<file path="src/rtl/demux1x4_rx_pkg.sv">
// Shared types and constants for the 1:4 byte demultiplexer.
// DEMUX_FRAME_COUNT_EN enables the saturating frame counter.
package demux_pkg;

  typedef enum logic {
    IDLE = 1'b0,
    RUN  = 1'b1
  } state_e;

  localparam int         NUM_LANES = 4;
  localparam logic [1:0] LAST_LANE = 2'd3;

  function automatic logic [7:0] sat_inc8(
    input logic [7:0] v
  );
    return (v == 8'hFF) ? v : v + 8'd1;
  endfunction

endpackage

</file>
<file path="src/rtl/demux1x4_rx_if.sv">
// Byte-stream input and lane-output bundle for demux1x4_rx.
// master drives the byte stream, slave is the demultiplexer.
interface demux1x4_rx_if #(
  parameter int BW = 8
);

  logic [BW-1:0] data_rx000;
  logic          valid_rx000;
  logic          active;

  logic [BW-1:0] data_0r;
  logic [BW-1:0] data_1r;
  logic [BW-1:0] data_2r;
  logic [BW-1:0] data_3r;
  logic          valid_0r;
  logic          valid_1r;
  logic          valid_2r;
  logic          valid_3r;
  logic          frame_strobe;
  logic [1:0]    lane_sel;
  logic [7:0]    frames_rcvd;

  modport master (
    output data_rx000,
    output valid_rx000,
    output active,
    input  data_0r,
    input  data_1r,
    input  data_2r,
    input  data_3r,
    input  valid_0r,
    input  valid_1r,
    input  valid_2r,
    input  valid_3r,
    input  frame_strobe,
    input  lane_sel,
    input  frames_rcvd
  );

  modport slave (
    input  data_rx000,
    input  valid_rx000,
    input  active,
    output data_0r,
    output data_1r,
    output data_2r,
    output data_3r,
    output valid_0r,
    output valid_1r,
    output valid_2r,
    output valid_3r,
    output frame_strobe,
    output lane_sel,
    output frames_rcvd
  );

endinterface

</file>
<file path="src/rtl/demux1x4_rx_lane_counter.sv">
// 2-bit wrapping lane index with synchronous clear and enable.
// Clear wins over enable.
module lane_counter (
  input  logic       clk_i,
  input  logic       clr_i,
  input  logic       en_i,
  output logic [1:0] cnt_o
);

  logic [1:0] cnt_q;
  logic [1:0] cnt_d;

  always_comb begin
    cnt_d = cnt_q;
    if (clr_i) begin
      cnt_d = 2'd0;
    end else if (en_i) begin
      cnt_d = cnt_q + 2'd1;
    end
  end

  always_ff @(posedge clk_i) begin
    cnt_q <= cnt_d;
  end

  assign cnt_o = cnt_q;

endmodule

</file>
<file path="src/rtl/demux1x4_rx.sv">
// 1:4 byte demultiplexer: stages lanes 0-2, publishes a frame on lane 3.
// DEMUX_FRAME_COUNT_EN adds a saturating completed-frame counter.
module demux1x4_rx
  import demux_pkg::*;
#(
  parameter int BW = 8
) (
  input  logic         clk_4f,
  input  logic         reset,
  demux1x4_rx_if.slave rx
);

  localparam int NSTG = NUM_LANES - 1;

  state_e        state_q;
  state_e        state_d;
  logic [1:0]    lane;
  logic          cap;
  logic          abort;
  logic          xfer;
  logic          stage;
  logic [BW-1:0] byte_in;

  logic [BW-1:0]   stg_data_q [NSTG];
  logic [BW-1:0]   stg_data_d [NSTG];
  logic [NSTG-1:0] stg_vld_q;
  logic [NSTG-1:0] stg_vld_d;

  logic [BW-1:0]        out_data_q [NUM_LANES];
  logic [BW-1:0]        out_data_d [NUM_LANES];
  logic [NUM_LANES-1:0] out_vld_q;
  logic [NUM_LANES-1:0] out_vld_d;
  logic                 strobe_q;
  logic                 strobe_d;

  // active is sampled before any capture, so a drop on lane 3 loses the frame
  assign cap     = (state_q == RUN) && rx.active;
  assign abort   = (state_q == RUN) && !rx.active;
  assign xfer    = cap && (lane == LAST_LANE);
  assign stage   = cap && (lane != LAST_LANE);
  assign byte_in = rx.valid_rx000 ? rx.data_rx000 : '0;

  lane_counter u_lane_counter (
    .clk_i (clk_4f),
    .clr_i (reset | ~cap),
    .en_i  (cap),
    .cnt_o (lane)
  );

  always_comb begin
    state_d = state_q;
    unique case (state_q)
      IDLE:    if (rx.active) state_d = RUN;
      RUN:     if (!rx.active) state_d = IDLE;
      default: state_d = IDLE;
    endcase
  end

  always_ff @(posedge clk_4f) begin
    if (reset) begin
      state_q <= IDLE;
    end else begin
      state_q <= state_d;
    end
  end

  always_comb begin
    stg_data_d = stg_data_q;
    stg_vld_d  = stg_vld_q;
    out_data_d = out_data_q;
    out_vld_d  = out_vld_q;
    strobe_d   = 1'b0;
    unique case (1'b1)
      abort: begin
        stg_vld_d = '0;
      end
      xfer: begin
        for (int i = 0; i < NSTG; i++) begin
          out_data_d[i] = stg_data_q[i];
          out_vld_d[i]  = stg_vld_q[i];
        end
        out_data_d[LAST_LANE] = byte_in;
        out_vld_d[LAST_LANE]  = rx.valid_rx000;
        strobe_d              = 1'b1;
      end
      stage: begin
        for (int i = 0; i < NSTG; i++) begin
          if (lane == 2'(i)) begin
            stg_data_d[i] = byte_in;
            stg_vld_d[i]  = rx.valid_rx000;
          end
        end
      end
      default: ;
    endcase
  end

  always_ff @(posedge clk_4f) begin
    if (reset) begin
      stg_data_q <= '{default: '0};
      stg_vld_q  <= '0;
      out_data_q <= '{default: '0};
      out_vld_q  <= '0;
      strobe_q   <= 1'b0;
    end else begin
      stg_data_q <= stg_data_d;
      stg_vld_q  <= stg_vld_d;
      out_data_q <= out_data_d;
      out_vld_q  <= out_vld_d;
      strobe_q   <= strobe_d;
    end
  end

  assign rx.data_0r      = out_data_q[0];
  assign rx.data_1r      = out_data_q[1];
  assign rx.data_2r      = out_data_q[2];
  assign rx.data_3r      = out_data_q[3];
  assign rx.valid_0r     = out_vld_q[0];
  assign rx.valid_1r     = out_vld_q[1];
  assign rx.valid_2r     = out_vld_q[2];
  assign rx.valid_3r     = out_vld_q[3];
  assign rx.frame_strobe = strobe_q;
  assign rx.lane_sel     = lane;

`ifdef DEMUX_FRAME_COUNT_EN
  logic [7:0] frames_q;
  logic [7:0] frames_d;

  // counted on the transfer edge so the count moves with frame_strobe
  always_comb begin
    frames_d = frames_q;
    if (xfer) begin
      frames_d = sat_inc8(frames_q);
    end
  end

  always_ff @(posedge clk_4f) begin
    if (reset) begin
      frames_q <= '0;
    end else begin
      frames_q <= frames_d;
    end
  end

  assign rx.frames_rcvd = frames_q;
`else
  assign rx.frames_rcvd = 8'h00;
`endif

endmodule

</file>
<file path="src/flat_wrapper.sv">
// flat-port wrapper written by rule: the top's interface ports become plain ports
module demux1x4_rx_flat import demux_pkg::*;
#(
  parameter int BW = 8
)
  (clk_4f, reset, rx_data_rx000, rx_valid_rx000, rx_active, rx_data_0r, rx_data_1r, rx_data_2r, rx_data_3r, rx_valid_0r, rx_valid_1r, rx_valid_2r, rx_valid_3r, rx_frame_strobe, rx_lane_sel, rx_frames_rcvd);
  demux1x4_rx_if #(.BW(BW)) rx_i ();
  input  logic clk_4f;
  input  logic reset;
  input wire logic [$bits(rx_i.data_rx000)-1:0] rx_data_rx000;
  input wire logic [$bits(rx_i.valid_rx000)-1:0] rx_valid_rx000;
  input wire logic [$bits(rx_i.active)-1:0] rx_active;
  output wire logic [$bits(rx_i.data_0r)-1:0] rx_data_0r;
  output wire logic [$bits(rx_i.data_1r)-1:0] rx_data_1r;
  output wire logic [$bits(rx_i.data_2r)-1:0] rx_data_2r;
  output wire logic [$bits(rx_i.data_3r)-1:0] rx_data_3r;
  output wire logic [$bits(rx_i.valid_0r)-1:0] rx_valid_0r;
  output wire logic [$bits(rx_i.valid_1r)-1:0] rx_valid_1r;
  output wire logic [$bits(rx_i.valid_2r)-1:0] rx_valid_2r;
  output wire logic [$bits(rx_i.valid_3r)-1:0] rx_valid_3r;
  output wire logic [$bits(rx_i.frame_strobe)-1:0] rx_frame_strobe;
  output wire logic [$bits(rx_i.lane_sel)-1:0] rx_lane_sel;
  output wire logic [$bits(rx_i.frames_rcvd)-1:0] rx_frames_rcvd;
  assign rx_i.data_rx000 = rx_data_rx000;
  assign rx_i.valid_rx000 = rx_valid_rx000;
  assign rx_i.active = rx_active;
  assign rx_data_0r = rx_i.data_0r;
  assign rx_data_1r = rx_i.data_1r;
  assign rx_data_2r = rx_i.data_2r;
  assign rx_data_3r = rx_i.data_3r;
  assign rx_valid_0r = rx_i.valid_0r;
  assign rx_valid_1r = rx_i.valid_1r;
  assign rx_valid_2r = rx_i.valid_2r;
  assign rx_valid_3r = rx_i.valid_3r;
  assign rx_frame_strobe = rx_i.frame_strobe;
  assign rx_lane_sel = rx_i.lane_sel;
  assign rx_frames_rcvd = rx_i.frames_rcvd;
  demux1x4_rx #(.BW(BW)) u_core (.clk_4f(clk_4f), .reset(reset), .rx(rx_i));
endmodule
</file>
<file path="config.mk">
export PLATFORM = sky130hd
export DESIGN_NAME = demux1x4_rx_flat
export DESIGN_NICKNAME = d
export VERILOG_FILES = /design/src/rtl/demux1x4_rx_pkg.sv /design/src/rtl/demux1x4_rx_if.sv /design/src/rtl/demux1x4_rx_lane_counter.sv /design/src/rtl/demux1x4_rx.sv /design/src/flat_wrapper.sv
export SDC_FILE = /design/constraint.sdc
export NUM_CORES = 1
export LEC_CHECK = 0
export ABC_AREA = 1
export CORE_AREA = 4 4 56 109
export DETAILED_ROUTE_END_ITERATION = 6
export DIE_AREA = 0 0 60 113
export GPL_ROUTABILITY_DRIVEN = 0
export HOLD_SLACK_MARGIN = 0.1
export PLACE_DENSITY_LB_ADDON = 0.3
export RECOVER_POWER = 25
export SLEW_MARGIN = 20
export SYNTH_ARGS = -nofsm -noshare
export SYNTH_HDL_FRONTEND = slang
export SYNTH_SLANG_ARGS = --single-unit
export TNS_END_PERCENT = 1
</file>
<file path="constraint.sdc">
create_clock -name clk_4f -period 3.7 [get_ports clk_4f]
set_clock_uncertainty 0.2 [all_clocks]
set_input_delay 0.74 -clock clk_4f [delete_from_list [all_inputs] [get_ports clk_4f]]
set_output_delay 0.74 -clock clk_4f [all_outputs]
set_load 0.05 [all_outputs]
</file>
# ---- Word-level counts from Yosys, hierarchy flattened
# Cells that the tools add are included.
dict set report totals {
  in_bits 12
  rom_bits 0
  regBits 67
  latchBits 0
  output_inout_bits 47
  mem_bits_rw 0
  mem_count 0
}
dict set report op_classes {
  div_mod_pow 0
  n_shift 0
  order_cmp 0
  reduce_logical 13
  n_eq_ne 7
  bitwise_logic 2
  addsub 1
  multipliers 0
  n_mux 7
}
# cell count
set ops {}
lappend ops {{2-bit AND reduction} 6}
lappend ops {{8-bit two-way mux} 1}
lappend ops {{2-bit inequality test (second input constant)} 4}
lappend ops {{3-bit case mux with 2 select lines} 1}
lappend ops {{1-bit two-way mux} 5}
lappend ops {{2-bit equality test (second input constant)} 2}
lappend ops {{1-bit logical AND} 4}
lappend ops {{2-bit by 1-bit adder with 2-bit output (second input constant)} 1}
lappend ops {{2-bit by 1-bit equality test with 1-bit output (second input constant)} 1}
lappend ops {{2-bit logical NOT} 1}
lappend ops {{2-bit nonzero test} 1}
lappend ops {{1-bit logical NOT} 1}
lappend ops {{1-bit inverter} 1}
lappend ops {{1-bit OR} 1}

# ---- Depth between registers and ports, before layout
# Gate-level depths: netlist (run 1).
dict set report logic_depth {
  ltp_word 4
  depth_mapped 7
  depth_no_buf 6
}

# ---- Cells and area by module
# A second synthesis (run 1) with hierarchy kept.
dict set report unflattened {
  cells_unflattened 340
  hier_area_um2 2565.0
}
# mod instances area_each_um2 cells_each
set by_module_without_submodules {}
lappend by_module_without_submodules {demux1x4_rx 1 2488.6 329}
lappend by_module_without_submodules {lane_counter 1 76.3 11}

# ---- Least setup slack after synthesis (run 1)
# OpenSTA, ideal clock, no wires.
dict set report synth_timing {
  kind {register to register}
  from {register u_core.u_lane_counter.cnt_q[0], in the netlist u_core.u_lane_counter.cnt_o[0]}
  to {register u_core.stg_vld_q[0]}
  slack_ns 1.891
  n_path_buf 1
  period_less_slack_ns 1.809
  setup_time_ns 0.115
  arrival_ns 1.494
  path_stages_with_launch 8
  path_cell_list {dfxtp_1 inv_1 ha_1 buf_2 nand4_2 nand3_1 nand2_1 nor2_1}
}
dict set report synth_via {
  elab_chain_cells 4
}
# item line
set synth_rtl {}
lappend synth_rtl {{start: declaration} demux1x4_rx_lane_counter.sv:10} ;# logic [1:0] cnt_q;
lappend synth_rtl {{start signal: assignment} demux1x4_rx_lane_counter.sv:23} ;# cnt_q <= cnt_d;
lappend synth_rtl {{2-bit inequality test} demux1x4_rx.sv:40} ;# assign stage = cap && (lane != LAST_LANE);
lappend synth_rtl {{1-bit logical AND} demux1x4_rx.sv:40}
lappend synth_rtl {{2-bit inequality test (no source line) or 2-bit nonzero test (tied branches)} -}
lappend synth_rtl {{2-bit AND reduction (no source line)} -}
lappend synth_rtl {{end signal: assignment} demux1x4_rx.sv:107} ;# stg_vld_q <= stg_vld_d;
lappend synth_rtl {{end: declaration} demux1x4_rx.sv:26} ;# logic [NSTG-1:0] stg_vld_q;
# Parallel ways exist; a longest one is shown, timed or not.
# A chain may end at the register's enable or synchronous reset.

# ---- Final worst setup path (run 1)
dict set report layout_timing {
  from {register u_core.u_lane_counter.cnt_q[0], in the netlist u_core.u_lane_counter.cnt_o[0]}
  to {output port rx_lane_sel[0]}
}
# item line
set layout_lines {}
lappend layout_lines {{end: declaration} flat_wrapper.sv:22} ;# output wire logic [$bits(rx_i.lane_sel)-1:0] rx_lane_sel;
# No word-level cell between the ends.

==> impl_results.md, run 1 <==
- Max Clk Rate: 393.7 MHz
- Chip Width: around 60 um
- VDD IR max: 0.5295 mV
- Final core occ: 0.6180
- Multi-input gate area: 1080 um^2
- Initial antenna violation count: 0
- WHS: 260.5 ps
- Routed length per instance: around 14 um
- Critical path arrival: roughly 1600 ps
- Drt initial violations: 159
- Synth Instances: approximately 340
- CP Capture Type: output pin
- Family with the most delay on the worst path: buffers and inverters
- RSZ-0062 raised after global routing: false
- Initial Util: 0.5209
- Library cell used as clock root buffer: clkbuf_8
- Remaining DRCs: 0
- Post-synthesis sequential element count: 67
- Area Overhead vs Synth: 18.63%
- Core Area: ~5300 um^2
- Worst path bufs/invs: 1
- Dpl ws: roughly 1000 ps
- Total track usage: 0.2004
- IO Port Bufs: 50
- Vias in the first global route: roughly 2200
- CTS H-tree lvls: 3
- Syn avg cell area: between 8 and 9 um^2
- Hold Fails Final Rpt: 0
- Final setup violation count: 0
- Final Cycle Share: 0.6865
- Period minus WS final: between 2000 and 3000 ps
- Antenna Violating Nets Remaining: 0
- Cts bufs inserted: 9
- Layout cells sized above 1: 0.06150
- Worst path cell trace: clkdlybuf4s50_1
- Pin count of the biggest net entering global routing: between 50 and 60
- Sequential Area: 1341 um^2
- Leak: 1.177 nW
- Max clock buf depth: 2
- Sequential share of the synthesized area: 0.4835
- CTS tree: yes
- P per Cell Area: around 430 nW/um^2
- Synth cell types: 23
- Die Area: approximately 6800 um^2
- Status: complete, no violations
- PostCTS Resize Cnt: 0
- Measured slew at the worst slew-check pin: 1062 ps
- Most frequent cells in the layout: nand2_1 (67), dfxtp_1 (67), a21oi_1 (57)
- Setup WS post-layout: roughly 1200 ps
- CP peak stage delay: 850 ps
- Fill cells: just under 500
- Worst Path Max Fanout: 5
- Critical Path Slowest Stage Cell: clkdlybuf4s50_1
- # IOs: just under 60
- First-pass GRT wire length: about 10000 um
- Row cnt: 38
- Clock slew seen by the registers of the worst setup and hold paths: 60 ps
- Critical Path RT: 2760 ps
- Setup crit start kind: flop
- Slew HR: 0.2918
- Drt via density: between 5 and 6
- Pins over their slew limit: 0
- DR vias: approximately 2400
- Setup tns final: 0 ps
- Grt total ovfl: 0
- Syn. warnings: 0
- Clk_lat worst skew: roughly 350 ps
- Wirelength, routed: 6288 um
- Max cap viols: 0
- Cell Area, Synth: 2774 um^2
- Drt first pass iters: 4
- CTS Sinks: 67
- Final net count: just under 400
- Hold Buf Count CTS: 0
- Dpl hpwl: about 4300 um
- Antenna diodes: 0
- Post-CTS setup buffer count: 0
- Critical path class: flop to output pin
- Die Ht: approximately 110 um
- HP Class: flop to flop
==> worst paths after layout <==
path,start,endpoint,slack (ps),depth (start not counted)
setup / recovery,u_core.u_lane_counter.cnt_o[0],rx_lane_sel[0],1160,1
hold reg to reg,u_core.rx.data_1r[1],u_core.rx.data_1r[1],260,2
setup reg to reg,u_core.u_lane_counter.cnt_o[0],u_core.stg_vld_q[1],1320,7
hold / removal,u_core.rx.data_1r[1],u_core.rx.data_1r[1],260,2
==> Yosys cell counts <==
master	count	area share
dfxtp_1	67	0.48
clkbuf_1	4	0.0054
buf_6	6	0.024
nand4_2	3	0.014
a21oi_1	57	0.10
nor2_1	7	0.0095
ha_1	4	0.018
clkbuf_4	1	0.0027
buf_8	1	0.0054
inv_4	2	0.0045
o21ai_0	6	0.011
nand2_1	67	0.091
nand3_1	38	0.069
nand3_2	3	0.011
nand4_1	24	0.054
nand2_4	1	0.0041
inv_1	18	0.024
dlygate4sd1_1	2	0.0063
buf_4	13	0.035
nand2_2	1	0.0023
buf_12	1	0.0072
buf_2	8	0.014
conb_1	1	0.0014
==> power breakdown <==
| group | switching, mW | internal (mW) |
|---|---|---|
| combinational | 0.0590 | 0.0198 |
| sequential | 0.00399 | 0.726 |
| clock | 0.254 | 0.344 |
==> cell type report <==
| cell class | count | area share |
|---|---|---|
| Inverter | 20 | 0.02433 |
| Tap cell | 60 | 0.02281 |
| Multi-Input combinational cell | 219 | 0.3281 |
| Timing Repair Buffer | 53 | 0.1582 |
| Clock inverter | 2 | 0.01065 |
| Clock buffer | 13 | 0.04829 |
| Sequential cell | 67 | 0.4076 |
==> flip-flops by register name, summed over array words and instances (netlist names) <==
name                         count
u_core.out_vld_q                 4
u_core.stg_data_q               24
u_core.rx.frame_strobe           1
u_core.stg_vld_q                 3
u_core.rx.data_0r                8
u_core.rx.data_1r                8
u_core.rx.data_2r                8
u_core.state_q                   1
u_core.rx.data_3r                8
u_core.u_lane_counter.cnt_o      2
==> cell families (layout without fill, tap and decap cells) <==
| group | count (synthesis) | after routing | synth area share |
|---|---|---|---|
| buffers and inverters | 56 | 88 | 0.1299 |
| AOI/OAI and AO/OA | 63 | 63 | 0.1137 |
| DFF | 67 | 67 | 0.4835 |
| and+or+nand+nor | 144 | 144 | 0.2535 |
| other | 1 | 8 | 0.001352 |
| adders and majority gates | 4 | 4 | 0.01804 |
==> metrics by stage <==
step / total power [mW] / cells / area (um^2)
after floorplan: 0.8161 / 342 / 2800
after global routing: 1.457 / 434 / 3291
final: 1.406 / 434 / 3291
after detailed placement: 0.8243 / 419 / 3118
after CTS: 1.419 / 434 / 3312
after global placement: 0.8219 / 419 / 3118
==> layer usage <==
metal  GRT usage  vias up  share of wire
li1            -     1179              -
met3     0.05479       19          0.045
met2      0.3085       63           0.51
met4      0.1213        0          0.035
met5           0        -              0
met1      0.2406     1109           0.41
Power figures use the tool's default switching activity.
==> run 2, diff against run 1 <==
CORE_AREA = 4 4 58 113   (was 4 4 56 109)
DIE_AREA = 0 0 62 117   (was 0 0 60 113)
clock period = 2.5 ns   (was 3.7 ns; I/O delays follow)
==> run 2 against run 1 <==
Compared with the run above:
- highest routed layer unchanged
- clock power up 94%
- die area grew 7.0%
- combinational power is 47% higher
- non-clock buffer count grew 1
- final cell count grew 0.46%
- worst hold slack lost 1.8 ps
- wire length down 1.4%
- sequential share of layout area down 1.4 points
- total power is 68% higher
- register-to-register slack worse by 620 ps
- largest cell class unchanged
- worst setup slack worse by 920 ps
- final area is 3.6% higher
==> impl_results.md, run 2 (synthesized netlist as in run 1, its figures left out) <==
- Status: complete, no violations (unchanged)
- Period minus WS final: between 2000 and 2500 ps
- CTS tree: yes (unchanged)
- Antenna diodes: 0 (unchanged)
- IO Port Bufs: 50 (unchanged)
- Layout cells sized above 1: 0.07467 (was 0.06150)
- RSZ-0062 raised after global routing: false (unchanged)
- Fill cells: 514 (was 488)
- Clock slew seen by the registers of the worst setup and hold paths: 50 ps (was 60 ps)
- CTS H-tree lvls: 3 (unchanged)
- # IOs: 59 (unchanged)
- Grt total ovfl: 0 (unchanged)
- Antenna Violating Nets Remaining: 0 (unchanged)
- Worst Path Max Fanout: 5 (unchanged)
- Total track usage: 0.1958 (was 0.2004)
- Drt first pass iters: 4 (unchanged)
- Chip Width: 62 um (was 60 um)
- Area Overhead vs Synth: 22.87% (was 18.63%)
- Critical path arrival: 1560 ps (was 1600 ps)
- P per Cell Area: 692.5 nW/um^2 (was 427.3 nW/um^2)
- Clk_lat worst skew: 320 ps (was 350 ps)
- Initial Util: 0.4859 (was 0.5209)
- CP peak stage delay: 840 ps (was 850 ps)
- Remaining DRCs: 0 (unchanged)
- Initial antenna violation count: 0 (unchanged)
- Final Cycle Share: 0.9055
- Post-CTS setup buffer count: 0 (unchanged)
- Max clock buf depth: 2 (unchanged)
- Critical Path RT: 1800 ps (was 2760 ps)
- Core Area: 5709 um^2 (was 5325 um^2)
- Dpl hpwl: 4195 um (was 4263 um)
- Setup crit start kind: flop (unchanged)
- Leak: 1.259 nW (was 1.177 nW)
- Pin count of the biggest net entering global routing: 57 (was 56)
- DR vias: 2328 (was 2370)
- Post-layout instance area: 3408 um^2 (was 3291 um^2)
- Die Area: 7254 um^2 (was 6780 um^2)
- Max Clk Rate: roughly 440 MHz
- Vias in the first global route: 2259 (was 2231)
- Family with the most delay on the worst path: buffers and inverters (unchanged)
- Cts bufs inserted: 9 (unchanged)
- Worst path bufs/invs: 1 (unchanged)
- Wirelength, routed: 6201 um (was 6288 um)
- Critical Path Slowest Stage Cell: clkdlybuf4s50_1 (unchanged)
- Slew HR: 0.5629 (was 0.2918)
- Placed Area: 3134 um^2 (was 3118 um^2)
- Hold Buf Count CTS: 0 (unchanged)
- Pins over their slew limit: 0 (unchanged)
- CTS Sinks: 67 (unchanged)
- WHS: 258.7 ps (was 260.5 ps)
- Max reg flops: 24 (unchanged)
- Hold Fails Final Rpt: 0 (unchanged)
- Final setup violation count: 0 (unchanged)
- Critical path class: flop to output pin (unchanged)
- Library cell used as clock root buffer: clkbuf_16 (was clkbuf_8)
- Routed length per instance: 14.22 um (was 14.49 um)
- Reg with most FFs: u_core.stg_data_q (unchanged)
- Drt via density: 5.339 (was 5.461)
- CP Capture Type: output pin (unchanged)
- Drt initial violations: 116 (was 159)
- Most frequent cells in the layout: nand2_1 (67), dfxtp_1 (67), a21oi_1 (57) (unchanged)
- PostCTS Resize Cnt: 0 (unchanged)
- Die Ht: 117 um (was 113 um)
- Final net count: 387 (was 386)
- Setup tns final: 0 ps (unchanged)
- VDD IR max: 0.5697 mV (was 0.5295 mV)
- First-pass GRT wire length: 10490 um (was 10320 um)
- Row cnt: 39 (was 38)
- Max cap viols: 0 (unchanged)
- Worst path cell trace: clkdlybuf4s50_1 (unchanged)
- Measured slew at the worst slew-check pin: 653.4 ps (was 1062 ps)
- HP Class: flop to flop (unchanged)
==> run 2: cell count changes in the layout (fill, tap and decap cells not counted), sizes merged <==
| cell | before | now |
|---|---|---|
| clkinv | 1 | 2 |
| bufinv | 1 | 0 |
| clkbuf | 14 | 13 |
| inv | 20 | 19 |
| clkdlybuf4s50 | 49 | 48 |
| clkinvlp | 0 | 1 |
| buf | 2 | 5 |
==> run 2: worst reg2reg max path, cell delays in order, from the launching register on <==
cell,delay [ps]
dfxtp_1,350
ha_1,300
inv_4,240
nand4_2,310
a21oi_1,230
nor2_1,60
==> run 2: layout make-up <==
| class | instances | area (um^2) | area share |
|---|---|---|---|
| sequential | 67 | 1341 | 0.3935 |
| clock inverter | 2 | 10.01 | 0.002937 |
| inverter | 20 | 78.83 | 0.02313 |
| multi-input combinational | 219 | 1094 | 0.3209 |
| timing repair buffer | 54 | 538.0 | 0.1579 |
| clock buffer | 13 | 270.3 | 0.07930 |
| tap | 61 | 76.32 | 0.02239 |
==> run 2: final timing paths <==
| path | depth (start not counted) | to | startpoint | slack (ps) |
|---|---|---|---|---|
| max | 1 | rx_lane_sel[0] | u_core.u_lane_counter.cnt_o[0] | 240 |
| max reg2reg | 5 | u_core.stg_vld_q[0] | u_core.u_lane_counter.cnt_o[0] | 700 |
| min | 2 | u_core.rx.data_0r[2] | u_core.rx.data_0r[2] | 260 |
| min reg2reg | 2 | u_core.rx.data_0r[2] | u_core.rx.data_0r[2] | 260 |
==> run 2: per-layer routing <==
layer  GRT usage  share of wire
met1      0.2192           0.40
met2      0.3199           0.53
met3     0.05598          0.043
met5           0              0
met4      0.1091          0.028
==> run 2: report_power, final <==
part           internal, mW  leakage [nW]  switching, mW
registers              1.08         0.540        0.00631
clock network         0.742         0.141          0.419
logic                0.0306         0.577         0.0857
total                  1.85          1.26          0.511
==> run 2: per-stage QoR <==
step	instances	utilization	total power, mW	worst slack (ps)
after floorplan	342	-	1.208	690.9
after global placement	421	0.5490	1.220	215.4
after detailed placement	421	0.5490	1.221	151.7
after CTS	436	0.5981	2.383	217.0
after global routing	436	0.5970	2.454	81.85
final	436	0.5970	2.360	236.2
==> run 3, diff against run 2 <==
--- a/config.mk
+++ b/config.mk
@@ -7,7 +7,9 @@
 export LEC_CHECK = 0
 export ABC_AREA = 1
-export CORE_AREA = 4 4 58 113
+export CELL_PAD_IN_SITES_DETAIL_PLACEMENT = 2
+export CELL_PAD_IN_SITES_GLOBAL_PLACEMENT = 2
+export CORE_AREA = 4 4 75 146
 export DETAILED_ROUTE_END_ITERATION = 6
-export DIE_AREA = 0 0 62 117
+export DIE_AREA = 0 0 79 150
 export GPL_ROUTABILITY_DRIVEN = 0
 export HOLD_SLACK_MARGIN = 0.1
==> constraint.sdc (replaced) <==
create_clock -name clk_4f -period 2.5 [get_ports clk_4f]
set_clock_uncertainty 0.2 [all_clocks]
set_input_delay 0.25 -clock clk_4f [delete_from_list [all_inputs] [get_ports clk_4f]]
set_output_delay 0.25 -clock clk_4f [all_outputs]
set_load 0.05 [all_outputs]
==> run 3 against run 2 <==
Compared with the run above:
- fmax increased by 12%
- via count increased by 2.8%
- sequential power about the same
- worst setup slack improved by 230 ps
- non-clock buffer count increased by 1
- combinational power increased by 5%
- total power increased by 3.2%
- global-route usage decreased by 4.8 points
- critical path type unchanged
==> impl_results.md, run 3 (synthesized netlist as in run 1, its figures left out) <==
- IO Port Bufs: 50 (unchanged)
- Wirelength, routed: 8105 um (was 6201 um)
- Library cell used as clock root buffer: clkbuf_16 (unchanged)
- P per Cell Area: 696.3 nW/um^2 (was 692.5 nW/um^2)
- Post-CTS setup buffer count: 0 (unchanged)
- Slew HR: 0.6014 (was 0.5629)
- Worst r2r src: u_core.u_lane_counter.cnt_o[0] (unchanged)
- CTS Sinks: 67 (unchanged)
- Setup tns final: 0 ps (unchanged)
- Area Overhead vs Synth: 26.12% (was 22.87%)
- Cts bufs inserted: 9 (unchanged)
- Max reg flops: 24 (unchanged)
- Pin count of the biggest net entering global routing: 56 (was 57)
- Leak: 1.240 nW (was 1.259 nW)
- Max clock buf depth: 2 (unchanged)
- VDD IR max: 0.3320 mV (was 0.5697 mV)
- First-pass GRT wire length: 13520 um (was 10490 um)
- Pins over their slew limit: 0 (unchanged)
- # IOs: 59 (unchanged)
- Drt via density: 4.701 (was 5.339)
- Critical path arrival: 1580 ps (was 1560 ps)
- CP Capture Type: output pin (unchanged)
- Reg with most FFs: u_core.stg_data_q (unchanged)
- Layout cells sized above 1: 0.07162 (was 0.07467)
- Clk_lat worst skew: 330 ps (was 320 ps)
- WHS: 176.0 ps (was 258.7 ps)
- Measured slew at the worst slew-check pin: 597.9 ps (was 653.4 ps)
- Initial Util: 0.2823 (was 0.4859)
- Core Area: 9827 um^2 (was 5709 um^2)
- Final core occ: 0.3560 (was 0.5970)
- Antenna Violating Nets Remaining: 0 (unchanged)
- Grt total ovfl: 0 (unchanged)
- Final Cycle Share: 0.8120 (was 0.9055)
- Critical hold path startpoint: reset (was u_core.rx.data_0r[2])
- DR vias: 2393 (was 2328)
- CTS tree: yes (unchanged)
- Final setup violation count: 0 (unchanged)
- CP peak stage delay: 840 ps (about the same)
- Critical path class: flop to output pin (unchanged)
- Critical Path RT: 2050 ps (was 1800 ps)
- Placed Area: 3231 um^2 (was 3134 um^2)
- Row cnt: 51 (was 39)
- Worst path bufs/invs: 1 (unchanged)
- Status: complete, no violations (unchanged)
- Drt first pass iters: 4 (unchanged)
- Most frequent cells in the layout: nand2_1 (67), dfxtp_1 (67), a21oi_1 (57) (unchanged)
- Initial antenna violation count: 0 (unchanged)
- Hold path endpoint: u_core.stg_vld_q[1] (was u_core.rx.data_0r[2])
- Routed length per instance: 15.92 um (was 14.22 um)
- Dpl hpwl: 5698 um (was 4195 um)
- Critical Path Slowest Stage Cell: clkdlybuf4s50_1 (unchanged)
- Final cell count without fillers: 509 (was 436)
- Clock slew seen by the registers of the worst setup and hold paths: 60 ps (was 50 ps)
- Antenna diodes: 0 (unchanged)
- Post-layout instance area: 3498 um^2 (was 3408 um^2)
- PostCTS Resize Cnt: 0 (unchanged)
- Final net count: 388 (was 387)
- HP Class: input pin to flop (was flop to flop)
- Remaining DRCs: 0 (unchanged)
- Placed insts: 493 (was 421)
- Reg-to-reg slack, setup: 490 ps (was 700 ps)
- Hold Buf Count CTS: 0 (unchanged)
- Family with the most delay on the worst path: buffers and inverters (unchanged)
- Drt initial violations: 126 (was 116)
- Worst path cell trace: clkdlybuf4s50_1 (unchanged)
- Die Area: 11850 um^2 (was 7254 um^2)
- Setup crit start kind: flop (unchanged)
- Total track usage: 0.1474 (was 0.1958)
- Hold Fails Final Rpt: 0 (unchanged)
- Max Clk Rate: 492.6 MHz (was 441.7 MHz)
- Worst-case reg-to-reg path depth: 5 (unchanged)
- CTS H-tree lvls: 3 (unchanged)
- Vias in the first global route: 2627 (was 2259)
- RSZ-0062 raised after global routing: false (unchanged)
- Die Ht: 150 um (was 117 um)
- Worst hold stages: 4 (was 2)
- Period minus WS final: 2030 ps (was 2264 ps)
- R2R Path End: u_core.stg_vld_q[0] (unchanged)
- Worst Path Max Fanout: 5 (unchanged)
- Chip Width: 79 um (was 62 um)
- Max cap viols: 0 (unchanged)
## run 3: cell types whose count changed in the layout (fill, tap and decap cells not counted), moves of 2 or more
cell,before,now
clkbuf_8,3,0
nand4_1,24,27
nand4_2,3,0
clkdlybuf4s50_1,48,46
dlygate4sd3_1,1,3
## run 3: how the worst max path moves through the flow
stage | start | endpoint | slack, ps | cells past startpoint
2_1_floorplan | u_core.u_lane_counter.cnt_o[0] | u_core.stg_vld_q[0] | 690 | 7
3_3_place_gp | rx_active | u_core.rx.data_0r[4] | 470 | 7
3_5_place_dp | rx_active | u_core.rx.data_0r[4] | 410 | 7
4_1_cts | u_core.u_lane_counter.cnt_o[0] | rx_lane_sel[0] | 450 | 1
5_1_grt | u_core.u_lane_counter.cnt_o[0] | u_core.stg_vld_q[0] | 310 | 6
6_report | u_core.u_lane_counter.cnt_o[0] | rx_lane_sel[0] | 470 | 1
## run 3: final cells by class
| class | count | area [um^2] |
|---|---|---|
| tap | 132 | 165.2 |
| multi-input combinational | 219 | 1080 |
| clock inverter | 5 | 53.80 |
| timing repair buffer | 55 | 545.5 |
| fill | 1162 | 6329 |
| inverter | 20 | 80.08 |
| sequential | 67 | 1341 |
| clock buffer | 11 | 232.7 |
## run 3: power by group
group / internal (mW) / leakage [nW] / total (mW) / switching [mW]
clock: 0.769 / 0.143 / 1.23 / 0.465
sequential: 1.08 / 0.540 / 1.08 / 0.00547
combinational: 0.0304 / 0.556 / 0.122 / 0.0913
total: 1.87 / 1.24 / 2.44 / 0.562
## run 3: routing by layer
layer,GRT usage,part of all wire
met1,0.1680,0.42
met2,0.2614,0.53
met3,0.02952,0.031
met4,0.06368,0.021
met5,0,0
## run 3: through the flow
stage,worst slack [ps],total power [mW]
2_1_floorplan,690.9,1.208
3_3_place_gp,474.5,1.225
3_5_place_dp,406.3,1.228
4_1_cts,449.5,2.462
5_1_grt,314.0,2.531
6_report,469.9,2.436
